--- config.mk ---
export PLATFORM = sky130hd
export DESIGN_NAME = traffic_light_fsm
export DESIGN_NICKNAME = d
export VERILOG_FILES = /design/src/rtl/traffic_light_fsm.sv
export SDC_FILE = /design/constraint.sdc
export NUM_CORES = 1
export LEC_CHECK = 0
export CAP_MARGIN = 0
export CORE_AREA = 2 2 39 41
export DETAILED_ROUTE_END_ITERATION = 6
export DIE_AREA = 0 0 41 43
export GPL_TIMING_DRIVEN = 0
export SYNTH_ARGS = -nofsm -noshare
export SYNTH_HDL_FRONTEND = slang
export SYNTH_SLANG_ARGS = --single-unit
--- constraint.sdc ---
create_clock -name clk -period 2.3 [get_ports clk]
set_input_delay 0.46 -clock clk [delete_from_list [all_inputs] [get_ports clk]]
set_output_delay 0.46 -clock clk [all_outputs]
set_load 0.01 [all_outputs]
--- src/rtl/traffic_light_fsm.sv ---
// Intersection master controller. Sequences the main/side road lamps and the
// pedestrian walk phase, and drives the external timer: each phase pulses
// start_timer with its duration on its first cycle, then waits for expired.
module traffic_light_fsm #(
  parameter logic [3:0] BASE_TIME = 4'd6,  // green duration, 1..15
  parameter logic [3:0] EXT_TIME  = 4'd3,  // side-green extension and walk duration, 1..15
  parameter logic [3:0] YEL_TIME  = 4'd2   // yellow duration, 1..15 (0 wraps the timer)
) (
  input  logic       clk,
  input  logic       reset,
  input  logic       side_sensor,
  input  logic       walk_request,
  input  logic       expired,
  output logic       start_timer,
  output logic [3:0] time_value,
  output logic       main_r,
  output logic       main_y,
  output logic       main_g,
  output logic       side_r,
  output logic       side_y,
  output logic       side_g,
  output logic       walk
);

  typedef enum logic [2:0] {
    ST_MG   = 3'd0,  // main green, side red
    ST_MY   = 3'd1,  // main yellow, side red
    ST_SG   = 3'd2,  // main red, side green
    ST_SGX  = 3'd3,  // main red, side green (single extension)
    ST_SY   = 3'd4,  // main red, side yellow
    ST_WALK = 3'd5   // all red, walk lamp on
  } state_t;

  state_t state_q, state_d;
  logic   start_q, start_d;          // high on the first cycle of every phase
  logic   side_pend_q, side_pend_d;  // side road car waiting
  logic   walk_pend_q, walk_pend_d;  // pedestrian waiting
  logic   entering_sg;
  logic   entering_walk;

  // State register, phase-start flag and demand latches.
  always_ff @(posedge clk) begin
    if (reset) begin
      // NOTE: sequential state uses non-blocking assignments so every register
      // samples the pre-edge values of its neighbours regardless of block order.
      state_q     <= ST_MG;
      // Armed during reset so the first cycle after release loads the timer;
      // the output gate below keeps the pulse invisible while reset is high.
      start_q     <= 1'b1;
      side_pend_q <= 1'b0;
      walk_pend_q <= 1'b0;
    end else begin
      state_q     <= state_d;
      start_q     <= start_d;
      side_pend_q <= side_pend_d;
      walk_pend_q <= walk_pend_d;
    end
  end

  // Next phase: expired is honoured only after the start cycle of a phase.
  always_comb begin
    // NOTE: every combinationally assigned signal gets a default first so no
    // path through the case can leave it unassigned and infer a latch.
    state_d = state_q;
    start_d = 1'b0;
    case (state_q)
      ST_MG: begin
        if (!start_q && expired) begin
          // No demand: stay green but restart the timer.
          state_d = (side_pend_q || walk_pend_q) ? ST_MY : ST_MG;
          start_d = 1'b1;
        end
      end
      ST_MY: begin
        if (!start_q && expired) begin
          state_d = ST_SG;
          start_d = 1'b1;
        end
      end
      ST_SG: begin
        if (!start_q && expired) begin
          state_d = side_sensor ? ST_SGX : ST_SY;
          start_d = 1'b1;
        end
      end
      ST_SGX: begin
        if (!start_q && expired) begin
          state_d = ST_SY;
          start_d = 1'b1;
        end
      end
      ST_SY: begin
        if (!start_q && expired) begin
          state_d = walk_pend_q ? ST_WALK : ST_MG;
          start_d = 1'b1;
        end
      end
      ST_WALK: begin
        if (!start_q && expired) begin
          state_d = ST_MG;
          start_d = 1'b1;
        end
      end
      default: begin
        // Corrupted encoding: recover to main green with a fresh timer load.
        state_d = ST_MG;
        start_d = 1'b1;
      end
    endcase
  end

  // Demand latches: clearing on phase entry wins over a simultaneous request.
  always_comb begin
    entering_sg   = (state_d == ST_SG)   && (state_q != ST_SG);
    entering_walk = (state_d == ST_WALK) && (state_q != ST_WALK);

    side_pend_d = side_pend_q;
    if (entering_sg) begin
      side_pend_d = 1'b0;
    end else if (side_sensor && (state_q == ST_MG || state_q == ST_MY)) begin
      side_pend_d = 1'b1;
    end

    walk_pend_d = walk_pend_q;
    if (entering_walk) begin
      walk_pend_d = 1'b0;
    end else if (walk_request && (state_q != ST_WALK)) begin
      walk_pend_d = 1'b1;
    end
  end

  // Lamp and timer-duration decode from the state register.
  always_comb begin
    main_r     = 1'b0;
    main_y     = 1'b0;
    main_g     = 1'b0;
    side_r     = 1'b0;
    side_y     = 1'b0;
    side_g     = 1'b0;
    walk       = 1'b0;
    time_value = BASE_TIME;
    case (state_q)
      ST_MG: begin
        main_g     = 1'b1;
        side_r     = 1'b1;
        time_value = BASE_TIME;
      end
      ST_MY: begin
        main_y     = 1'b1;
        side_r     = 1'b1;
        time_value = YEL_TIME;
      end
      ST_SG: begin
        main_r     = 1'b1;
        side_g     = 1'b1;
        time_value = BASE_TIME;
      end
      ST_SGX: begin
        main_r     = 1'b1;
        side_g     = 1'b1;
        time_value = EXT_TIME;
      end
      ST_SY: begin
        main_r     = 1'b1;
        side_y     = 1'b1;
        time_value = YEL_TIME;
      end
      ST_WALK: begin
        main_r     = 1'b1;
        side_r     = 1'b1;
        walk       = 1'b1;
        time_value = EXT_TIME;
      end
      default: begin
        // Illegal encoding: hold everything red for the one recovery cycle.
        main_r     = 1'b1;
        side_r     = 1'b1;
        time_value = BASE_TIME;
      end
    endcase
    if (reset) begin
      time_value = BASE_TIME;
    end
  end

  // The start pulse is suppressed while reset is held; it also resets the timer.
  assign start_timer = start_q && !reset;

endmodule

### Word level (Yosys, flattened, before mapping)

Index checks and enable logic that the tools add are counted.

| word-level totals | value |
|---|---|
| logic and storage cells | 54 |
| register bits after elaboration | 6 |

| cells by class | value |
|---|---|
| reduce and logical (&&, ||, !) cells | 20 |
| bitwise logic cells | 1 |
| eq/ne operators | 9 |
| multiplexer cells | 20 |

Operators by type and width:

| operator | number |
|---|---|
| $mux W3 | 8 |
| $pmux W3 S6 | 1 |
| $reduce_or A2 Y1 | 7 |
| $eq A3 B2 Y1 const B | 3 |
| $eq A3 B3 Y1 const B | 3 |
| $mux W1 | 9 |
| $logic_and A1 B1 Y1 | 6 |
| $pmux W3 S2 | 1 |
| $reduce_or A6 Y1 | 1 |
| $mux W4 | 1 |
| $eq A3 B1 Y1 const B | 1 |
| $logic_not A3 Y1 | 1 |
| $ne A3 B2 Y1 const B | 1 |
| $ne A3 B3 Y1 const B | 1 |
| $reduce_or A3 Y1 | 1 |
| $logic_not A1 Y1 | 2 |
| $logic_or A1 B1 Y1 | 2 |
| $not A1 Y1 | 1 |

### Logic depth before layout (Yosys ltp)

| depth | value |
|---|---|
| word-level depth | 7 |
| gate-level depth with buffers | 4 |
| gate-level depth less buffers | 3 |

### Worst setup path before layout

Ideal clock, no wire load.

| path | value |
|---|---|
| kind | flip-flop to output port |
| start | register state_q[2] |
| end | output time_value[0] |
| setup slack | 0.943 ns |
| required time | 1.840 ns |
| stages on the path, launching flop included | 4 |
| arrival time | 0.897 ns |
| cell sequence | dfxtp_1 -> buf_6 -> and2b_1 -> o211a_1 |

| between the ends | value |
|---|---|
| longest elaborated chain between the ends | 4 |
| elaborated cells on any way between the ends | 8 |
| those cells by class | eq/ne (4); mux (2); reduce/logical (2) |

Ends and longest elaborated chain:

| element | line | text |
|---|---|---|
| from (decl) | 34 | `state_t state_q, state_d;` |
| from (signal assigned) | 53 | `state_q <= state_d;` |
| $eq A3 B3 Y1 (tied with other cells) | 142 | `case (state_q)` |
| $reduce_or A2 Y1 (no source line) | n/a |  |
| $pmux W3 S2 (*) | 142 |  |
| $mux W4 (*) | 181 | `if (reset) begin` |
| to (decl) | 15 | `output logic [3:0] time_value,` |

Every way passes the cells marked *; elsewhere a longest branch is shown, timed or not.

### Worst setup path after layout

Ends and elaborated chain as after synthesis.

==> metrics.yaml <==
power:
  vdd_ir_drop_max_mv: 0.244
  p_leak_nw: 0.262
  p_per_area_nw_per_um2: 455
worst_hold_path:
  hold_class: "reg2reg"
cts:
  insertion_delay_ps: 250
  ctsResizeCount: 2
  cts-root-buf: "clkbuf_4"
  clockBufferDepth: 2
  clk_pin_slew_ps: 50
  postCtsHoldBufs: 0
  htree_num_levels: 1
  postCtsSetupRepairBufs: 0
  cts_inserted_buffers: 3
  cts_sinks: 6
  cts_tree: "done"
yosys:
  ys_seq_area_share_pct: 30.1
  syn_area_um2: 399
  synth_cell_type_count: 27
  yosysWarnings: 0
  synth_nets: 54
  synthCells: 49
  synth_area_per_cell_um2: 8.15
  synth-seq-cells: 6
sta:
  drv_slew: 0
  grt_setup_unrepaired: "false"
  max_freq_mhz: 487
  setup_viol: 0
  min_period_over_period_pct: 89.3
  hold_viol_final: 0
  min_period_ps: 2050
  skew_ps: 2.61
setup_path:
  crit_path_max_fanout: 10
  critPathLaunchType: "register"
  critPathTopFamily: "buffers and inverters"
  cp_num_buf_inv: 2
  cp.required_ps: 1840
  cp_data_arrival_time_ps: 1590
  crit_slowest_cell: "clkdlybuf4s50_1"
  path_class: "reg2out"
  r2r_slack_ps: 1270
  slowest_delay_ps: 520
  path_cells: "buf_6, and2b_1, o211a_1, clkdlybuf4s50_1"
  end_kind: "output pin"
floorplan:
  core_area_um2: 1380
  ios: 17
  die_area_um2: 1760
  start_util_pct: 28.8
  fp.dieH_um: 43
  dieWidth_um: 41
  rows: 14
placed_design:
  dp_hpwl_um: 638
  gp_congestion: 0.706
  placed_cell_area_um2: 559
  numPortBuffers: 14
  dp_cells: 79
layout:
  syn_to_final_growth_pct: 46.4
  drive_above_1_share_pct: 18.2
  antenna_cells: 0
  stdcell_count: 82
  nets: 73
  final_area_um2: 584
grt:
  grtUsageTotal_pct: 11.1
  first_global_vias: 306
  grt_pass1_wl_mm: 1.29
  grt_max_degree: 11
  antenna_found_initial: 0
  grt-ovfl-total: 0
detailed_routing:
  dr.pass1.iters: 5
  dr.first_iter.drc_count: 7
  ant_nets: 0
  routed_wl_um: 829
  num_vias: 400
  viasPerCell: 4.88
  routedWlPerCell_um: 10.1
  drc: 0
run_status:
  status: "complete, no violations"
job:
  cap_violations: 0
[layout by cell type, fill, tap and decap left out]
cell             Yosys  routed
nand2_1              1       1
and2b_1              1       1
and3_1               1       1
buf_2                1       1
o21ai_1              1       1
a21oi_1              4       3
nor2_1               3       3
dfxtp_1              6       6
and2_1               1       1
a211o_1              1       1
nand2b_1             2       2
nand2b_4             1       1
a211oi_1             1       1
and3b_1              1       1
conb_1               2       2
o211a_1              1       1
clkbuf_4             0       3
nor3b_2              1       1
nor4_2               1       1
nor2b_1              6       6
clkdlybuf4s50_1      0      13
o21a_1               1       1
buf_4                3       3
buf_6                1       1
a21oi_2              0       1
inv_1                2       2
nand3_1              2       2
o31ai_1              1       1
dlygate4sd2_1        0       1
a31oi_1              1       1
o21ai_0              2       2
[path summary, 6_finish.rpt]
check                                  from       endpoint  cells past startpoint
worst max register to register   state_q[0]    walk_pend_q                      4
worst min register to register  side_pend_q    side_pend_q                      2
worst min-delay path            side_pend_q    side_pend_q                      2
worst max-delay path             state_q[2]  time_value[0]                      4
[kinds of logic after synthesis]
family          share of synthesized area, %
compound gates                          20.7
buf+inv                                 11.6
flops                                   30.1
other cells                             1.88
simple gates                            35.7
[per-stage QoR]
stage                     hold WS, ps  TNS, ps  utilization [%]  setup slack (ps)  power [mW]
after global placement            505    -97.5             40.4             -97.5       0.167
after floorplan                   476        0                -               943       0.143
after detailed placement          511    -82.4             40.4             -82.4       0.167
after global routing              553        0             42.2               165       0.277
after CTS                         525        0             42.2               235       0.267
final                             520        0             42.2               247       0.266
[where the power goes]
part           switching (mW)  leakage, nW  internal, mW  total [mW]
Clock                  0.0418       0.0138        0.0593       0.101
Sequential            0.00282       0.0495         0.110       0.112
Combinational          0.0240        0.199        0.0282      0.0522
[worst min-delay path: stages, from the launching register on]
cell and delay, ps:
dfxtp_1 300, a21oi_1 110, a211oi_1 60
[state kept, by name (all words and copies together), names as in the netlist]
| signal | flops |
|---|---|
| walk_pend_q | 1 |
| state_q | 3 |
| side_pend_q | 1 |
| start_q | 1 |
[final cells by class]
cell class | instances | area, µm²
fillers | 146 | 800
multi-input cells | 36 | 236
repair buffers | 14 | 139
flip-flops and latches | 6 | 120
plain buffers | 5 | 38.8
clock buffers | 3 | 22.5
well taps | 16 | 20.0
inverters | 2 | 7.51
[cells in the mapped netlist (all sizes together)]
master | count | area, µm²
nand2 | 1 | 3.75
nand2b | 3 | 26.3
nor3b | 1 | 12.5
a211oi | 1 | 7.51
a21oi | 4 | 20.0
nor2 | 3 | 11.3
o21ai | 3 | 15.0
nor2b | 6 | 37.5
o21a | 1 | 7.51
a31oi | 1 | 6.26
inv | 2 | 7.51
buf | 5 | 38.8
a211o | 1 | 8.76
o31ai | 1 | 7.51
and3b | 1 | 8.76
conb | 2 | 7.51
and2 | 1 | 6.26
and2b | 1 | 7.51
nor4 | 1 | 12.5
o211a | 1 | 10.0
and3 | 1 | 6.26
nand3 | 2 | 10.0
dfxtp | 6 | 120
[layer usage]
layer / global-route usage, % / part of all wire, %
met2: 13.8 / 43
met1: 15.5 / 47
met5: 0 / 0
met3: 1.57 / 6.6
met4: 10.0 / 2.8
Note: power is estimated with default switching activity, not from simulation.
